### config.mk
export PLATFORM = sky130hd
export DESIGN_NAME = uart_tx_arbiter
export DESIGN_NICKNAME = d
export VERILOG_FILES = /design/src/rtl/uart_tx_arbiter.sv
export SDC_FILE = /design/constraint.sdc
export NUM_CORES = 1
export LEC_CHECK = 0
export ABC_CLOCK_PERIOD_IN_PS = 5600
export CAP_MARGIN = 25
export CORE_MARGIN = 8
export CORE_UTILIZATION = 49
export DETAILED_ROUTE_END_ITERATION = 16
export PLACE_DENSITY = 0.84
export SYNTH_ARGS = -nofsm -noshare
export SYNTH_HDL_FRONTEND = slang
export SYNTH_SLANG_ARGS = --single-unit
### constraint.sdc
create_clock -name clk -period 5.6 [get_ports clk]
set_input_delay 1.68 -clock clk [delete_from_list [all_inputs] [get_ports clk]]
set_output_delay 1.68 -clock clk [all_outputs]
set_load 0.01 [all_outputs]
### src/rtl/uart_tx_arbiter.sv
// ============================================================================
//  Module   : uart_tx_arbiter
//  Brief    : Round-robin packet arbiter sharing one UART transmitter between
//             N_REQ byte-stream requesters. Optional owner timeout is built
//             when UART_TX_ARB_TIMEOUT_EN is defined.
//  Revision : 1.0  initial release
// ============================================================================
`default_nettype none

module uart_tx_arbiter #(
    parameter int N_REQ          = 3,
    parameter int MAX_PKT_BYTES  = 64,
    parameter int TIMEOUT_CYCLES = 50000
) (
    input  logic                     clk,
    input  logic                     reset,
    input  logic [N_REQ-1:0]         req,
    input  logic [N_REQ-1:0]         byte_valid,
    input  logic [8*N_REQ-1:0]       byte_data,
    input  logic [N_REQ-1:0]         byte_last,
    output logic [N_REQ-1:0]         byte_ready,
    output logic [N_REQ-1:0]         grant,
    output logic [$clog2(N_REQ)-1:0] owner_id,
    output logic                     arb_busy,
    output logic [7:0]               tx_data,
    output logic                     tx_send,
    input  logic                     tx_busy,
    input  logic                     tx_done,
    output logic                     timeout_pulse
);

    localparam int c_OW = $clog2(N_REQ);
    localparam int c_CW = (MAX_PKT_BYTES > 0) ? $clog2(MAX_PKT_BYTES + 1) : 1;

    typedef enum logic [1:0] {
        S_IDLE      = 2'd0,
        S_OWN       = 2'd1,
        S_SEND      = 2'd2,
        S_WAIT_DONE = 2'd3
    } state_t;

    state_t            state_q, state_d;
    logic [N_REQ-1:0]  grant_q, grant_d;
    logic [c_OW-1:0]   owner_q, owner_d;
    logic              busy_q, busy_d;
    logic [7:0]        tx_data_q, tx_data_d;
    logic              tx_send_q, tx_send_d;
    logic [c_OW-1:0]   last_owner_q, last_owner_d;
    logic              last_byte_q, last_byte_d;
    logic [c_CW-1:0]   cnt_q, cnt_d;

    logic              w_pick_found;
    logic [c_OW-1:0]   w_pick_idx;
    logic              w_release;

`ifdef UART_TX_ARB_TIMEOUT_EN
    localparam int c_TW = $clog2(TIMEOUT_CYCLES + 1);
    logic [c_TW-1:0]   tmo_q, tmo_d;
    logic              timeout_q, timeout_d;
`else
    logic              w_unused_cfg;
    assign w_unused_cfg = (TIMEOUT_CYCLES != 0);
`endif

    // Search upward from the slot after the previous owner, wrapping at N_REQ.
    always_comb begin
        w_pick_found = 1'b0;
        w_pick_idx   = '0;
        for (int k = 1; k <= N_REQ; k++) begin
            if (!w_pick_found && req[(int'(last_owner_q) + k) % N_REQ]) begin
                w_pick_found = 1'b1;
                w_pick_idx   = c_OW'((int'(last_owner_q) + k) % N_REQ);
            end
        end
    end

    always_comb begin
        state_d      = state_q;
        grant_d      = grant_q;
        owner_d      = owner_q;
        busy_d       = busy_q;
        tx_data_d    = tx_data_q;
        tx_send_d    = 1'b0;
        last_owner_d = last_owner_q;
        last_byte_d  = last_byte_q;
        cnt_d        = cnt_q;
        w_release    = 1'b0;
`ifdef UART_TX_ARB_TIMEOUT_EN
        tmo_d        = '0;
        timeout_d    = 1'b0;
`endif
        case (state_q)
            S_IDLE: begin
                if (w_pick_found) begin
                    state_d = S_OWN;
                    grant_d = {{(N_REQ-1){1'b0}}, 1'b1} << w_pick_idx;
                    owner_d = w_pick_idx;
                    busy_d  = 1'b1;
                end
            end
            S_OWN: begin
                if (byte_valid[owner_q]) begin
                    tx_data_d   = byte_data[8*owner_q +: 8];
                    last_byte_d = byte_last[owner_q];
                    cnt_d       = cnt_q + 1'b1;
                    state_d     = S_SEND;
                end else if (!req[owner_q]) begin
                    w_release = 1'b1;
`ifdef UART_TX_ARB_TIMEOUT_EN
                end else if (tmo_q == c_TW'(TIMEOUT_CYCLES - 1)) begin
                    w_release = 1'b1;
                    timeout_d = 1'b1;
                end else begin
                    tmo_d = tmo_q + 1'b1;
`endif
                end
            end
            S_SEND: begin
                if (!tx_busy) begin
                    tx_send_d = 1'b1;
                    state_d   = S_WAIT_DONE;
                end
            end
            S_WAIT_DONE: begin
                if (tx_done) begin
                    if (last_byte_q ||
                        ((MAX_PKT_BYTES != 0) && (cnt_q == c_CW'(MAX_PKT_BYTES)))) begin
                        w_release = 1'b1;
                    end else begin
                        state_d = S_OWN;
                    end
                end
            end
            default: state_d = S_IDLE;
        endcase

        // Every release path (end of packet, cap, req drop, timeout) lands here.
        if (w_release) begin
            state_d      = S_IDLE;
            grant_d      = '0;
            owner_d      = '0;
            busy_d       = 1'b0;
            last_owner_d = owner_q;
            cnt_d        = '0;
        end
    end

    always_ff @(posedge clk) begin
        if (reset) begin
            state_q      <= S_IDLE;
            grant_q      <= '0;
            owner_q      <= '0;
            busy_q       <= 1'b0;
            tx_data_q    <= 8'h00;
            tx_send_q    <= 1'b0;
            last_owner_q <= c_OW'(N_REQ - 1);
            last_byte_q  <= 1'b0;
            cnt_q        <= '0;
        end else begin
            state_q      <= state_d;
            grant_q      <= grant_d;
            owner_q      <= owner_d;
            busy_q       <= busy_d;
            tx_data_q    <= tx_data_d;
            tx_send_q    <= tx_send_d;
            last_owner_q <= last_owner_d;
            last_byte_q  <= last_byte_d;
            cnt_q        <= cnt_d;
        end
    end

`ifdef UART_TX_ARB_TIMEOUT_EN
    always_ff @(posedge clk) begin
        if (reset) begin
            tmo_q     <= '0;
            timeout_q <= 1'b0;
        end else begin
            tmo_q     <= tmo_d;
            timeout_q <= timeout_d;
        end
    end
    assign timeout_pulse = timeout_q;
`else
    assign timeout_pulse = 1'b0;
`endif

    for (genvar i = 0; i < N_REQ; i++) begin : g_ready
        assign byte_ready[i] = (state_q == S_OWN) && (owner_q == c_OW'(i));
    end

    assign grant    = grant_q;
    assign owner_id = owner_q;
    assign arb_busy = busy_q;
    assign tx_data  = tx_data_q;
    assign tx_send  = tx_send_q;

endmodule

`default_nettype wire

==> out/metrics.yaml <==
status: "finished, final reports clean"
critical_path_class: "flip-flop to output pin"
nFillCells: 303
fin_setup_tns_ns: 0
ys.flop_type: "dfxtp_1"
drive_gt1_share_pct: 3.571
required_ns: 3.92
core_area_um2: 3337
p_per_area_nw_per_um2: 339.1
multi_input_area_um2: 1050
ys_seq_area_share_pct: 31.56
synth_area_leaders: "dfxtp_1 32%, ha_1 8.0%, mux2i_1 7.6%, nor2_1 6.8%, a21oi_1 5.3%"
cts.reportedPaths.clkPinSlew_ns: 0.14
placementRows: 21
clock_latency_ns: 0.33
syn_area_um2: 1713
fmax_ghz: 0.2641
worst_path_most_repeated_cell: "inv_1"
place_congestion: 0.8788
drv_slew: 0
die_w_um: 75.13
cts_made_buffers: 3
io_pins: 56
nets: 301
cap_violations: 0
finalSetupViolations: 0
peakVddDrop_v: 0.0002253
crit_arrival_ns: 2.11
h-tree-depth: 1
synthArstFlopShare_pct: 0
placed_area_um2: 2241
grt_antenna_before_repair: 0
synthDistinctLibCells: 49
io_buffers: 54
grt_pass1_wl_um: 6906
crit_slowest_cell: "clkdlybuf4s50_1"
yosysTopAreaCell: "dfxtp_1"
grt_util_all_layers_pct: 15.21
synth_top_area_share_pct: 31.56
synthCells: 206
clockRootBuffer: "clkbuf_4"
cts.hold.buffers_added: 0
routedWlPerCell_um: 14.16
drt-pass1-iter-count: 5
ys_ff_latch: 27
cts_tree: "yes"
first_iter_violations: 110
path_delay_family: "buffers and inverters"
cp-start-kind: "flip-flop"
grt_pass1_vias: 1476
end_kind: "output pin"
post_cts_buffers: 0
crit_buf_inv: 3
synth_nets: 254
p_leak_nw: 0.8774
worstMarginPinSlew_ns: 0.8978
area_growth_pct: 32.58
postRouteAntennaNets: 0
drc: 0
critical_path.cell_chain: "inv_1 -> ha_1 -> inv_1 -> nor3_1 -> clkdlybuf4s50_1"
synth_edf_count: 0
drt_wl_total_um: 4221
rsz0062_at_grt: "no"
finalPower_mw: 0.7700
vias: 1582
critPathMaxStageDelay_ns: 0.60
clockBufferDepth: 2
cts.repair.resized: 0
die_area_um2: 5644
start_util_pct: 51.33
hold_viol: 0
vias_per_cell: 5.309
grt_max_degree: 21
critPathMaxFanout: 10
clock-skew-final_ns: 0.01669
worst_hold_path_type: "flip-flop to flip-flop"
relSlewSlack_pct: 40.06
yosys_warnings: 0
post-route-period-util_pct: 67.62
fin_area_um2: 2271
min_period_ns: 3.786
grt_overflow_total: 0
n_antenna_cell: 0
die_y_um: 75.13
seqCellArea_um2: 540.5
dp_hpwl_um: 3305
avgSynthCellArea_um2: 8.315
cts_sinks: 27
==> kinds of logic after synthesis <==
family | Yosys count | synth area share (%)
AOI/OAI and AO/OA | 52 | 20.82
buffers and inverters | 26 | 7.158
muxes | 15 | 8.911
xor gates and xnor gates | 6 | 3.068
adders and majority gates | 11 | 8.035
and+or+nand+nor | 68 | 20.23
other | 1 | 0.2189
DFF | 27 | 31.56
==> flip-flops by register name, summed over array words and instances (netlist names) <==
register	count
tx_data	8
cnt_q	7
grant	3
last_owner_q	2
owner_id	2
state_q	2
arb_busy	1
last_byte_q	1
tx_send	1
==> worst min-delay path: cells and delay by family (launching register included) <==
family | cells | cell delay, ns
AND/OR/NAND/NOR | 1 | 0.06
AO/OA/AOI/OAI | 1 | 0.06
flip-flops | 1 | 0.33
==> cell usage in the layout (no fill, tap or decap), types with 4 or more instances in the layout <==
cell type        instances
and3_1                   5
clkdlybuf4s50_1         54
a21oi_1                 18
xor2_1                   4
nand2_1                  4
nor2_1                  31
nand2b_1                 6
mux2i_1                 13
dfxtp_1                 27
nand3_1                  4
a211oi_1                10
inv_1                   14
ha_1                    11
==> Yosys cell counts (all sizes together) (2+ instances only) <==
library cell,instances
and3,5
a21oi,18
nor2b,4
nand3,4
o21ai,4
buf,9
clkbuf,3
dfxtp,27
nor3,3
xnor2,2
ha,11
o21a,2
nand4,3
mux2,2
mux2i,13
xor2,4
a211oi,10
a21boi,2
o221ai,2
nand2b,6
nor2,31
nand2,4
o211ai,2
inv,14
a211o,2
==> per-layer routing <==
layer  vias up  routed length [um]  GRT usage [%]
met5         -                   0              0
met4         0                  25          3.913
met3         2                 236          3.329
met2        32                2054          25.43
met1       721                1904          19.04
li1        827                   -              -
==> where the power goes <==
part / switching [mW] / internal (mW)
Sequential: 0.0511 / 0.237
Combinational: 0.199 / 0.196
Clock: 0.0604 / 0.0273
Total: 0.310 / 0.460
==> final timing paths <==
path               start            end  slack, ns  cells past startpoint
max reg2reg  owner_id[0]     state_q[1]       3.03                      5
max           state_q[1]  byte_ready[0]       1.81                      5
min reg2reg     grant[0]       grant[0]       0.48                      2
min             grant[0]       grant[0]       0.48                      2
==> cell type report <==
type	instances	area share, %
multi-input combinational	153	46.23
sequential	27	23.80
timing repair buffer	54	23.80
tap	46	2.534
inverter	14	2.314
clock buffer	3	0.9917
clock inverter	1	0.3306
==> through the flow <==
step	hold slack, ns	instances	setup slack, ns	utilization [%]
after floorplan	0.4712	206	2.619	-
after global placement	0.4479	294	1.904	67.15
after detailed placement	0.4568	294	1.899	67.15
after CTS	0.4890	298	1.836	68.05
after global routing	0.5077	298	1.658	68.05
final	0.4836	298	1.814	68.05
Power figures use the tool's default switching activity.
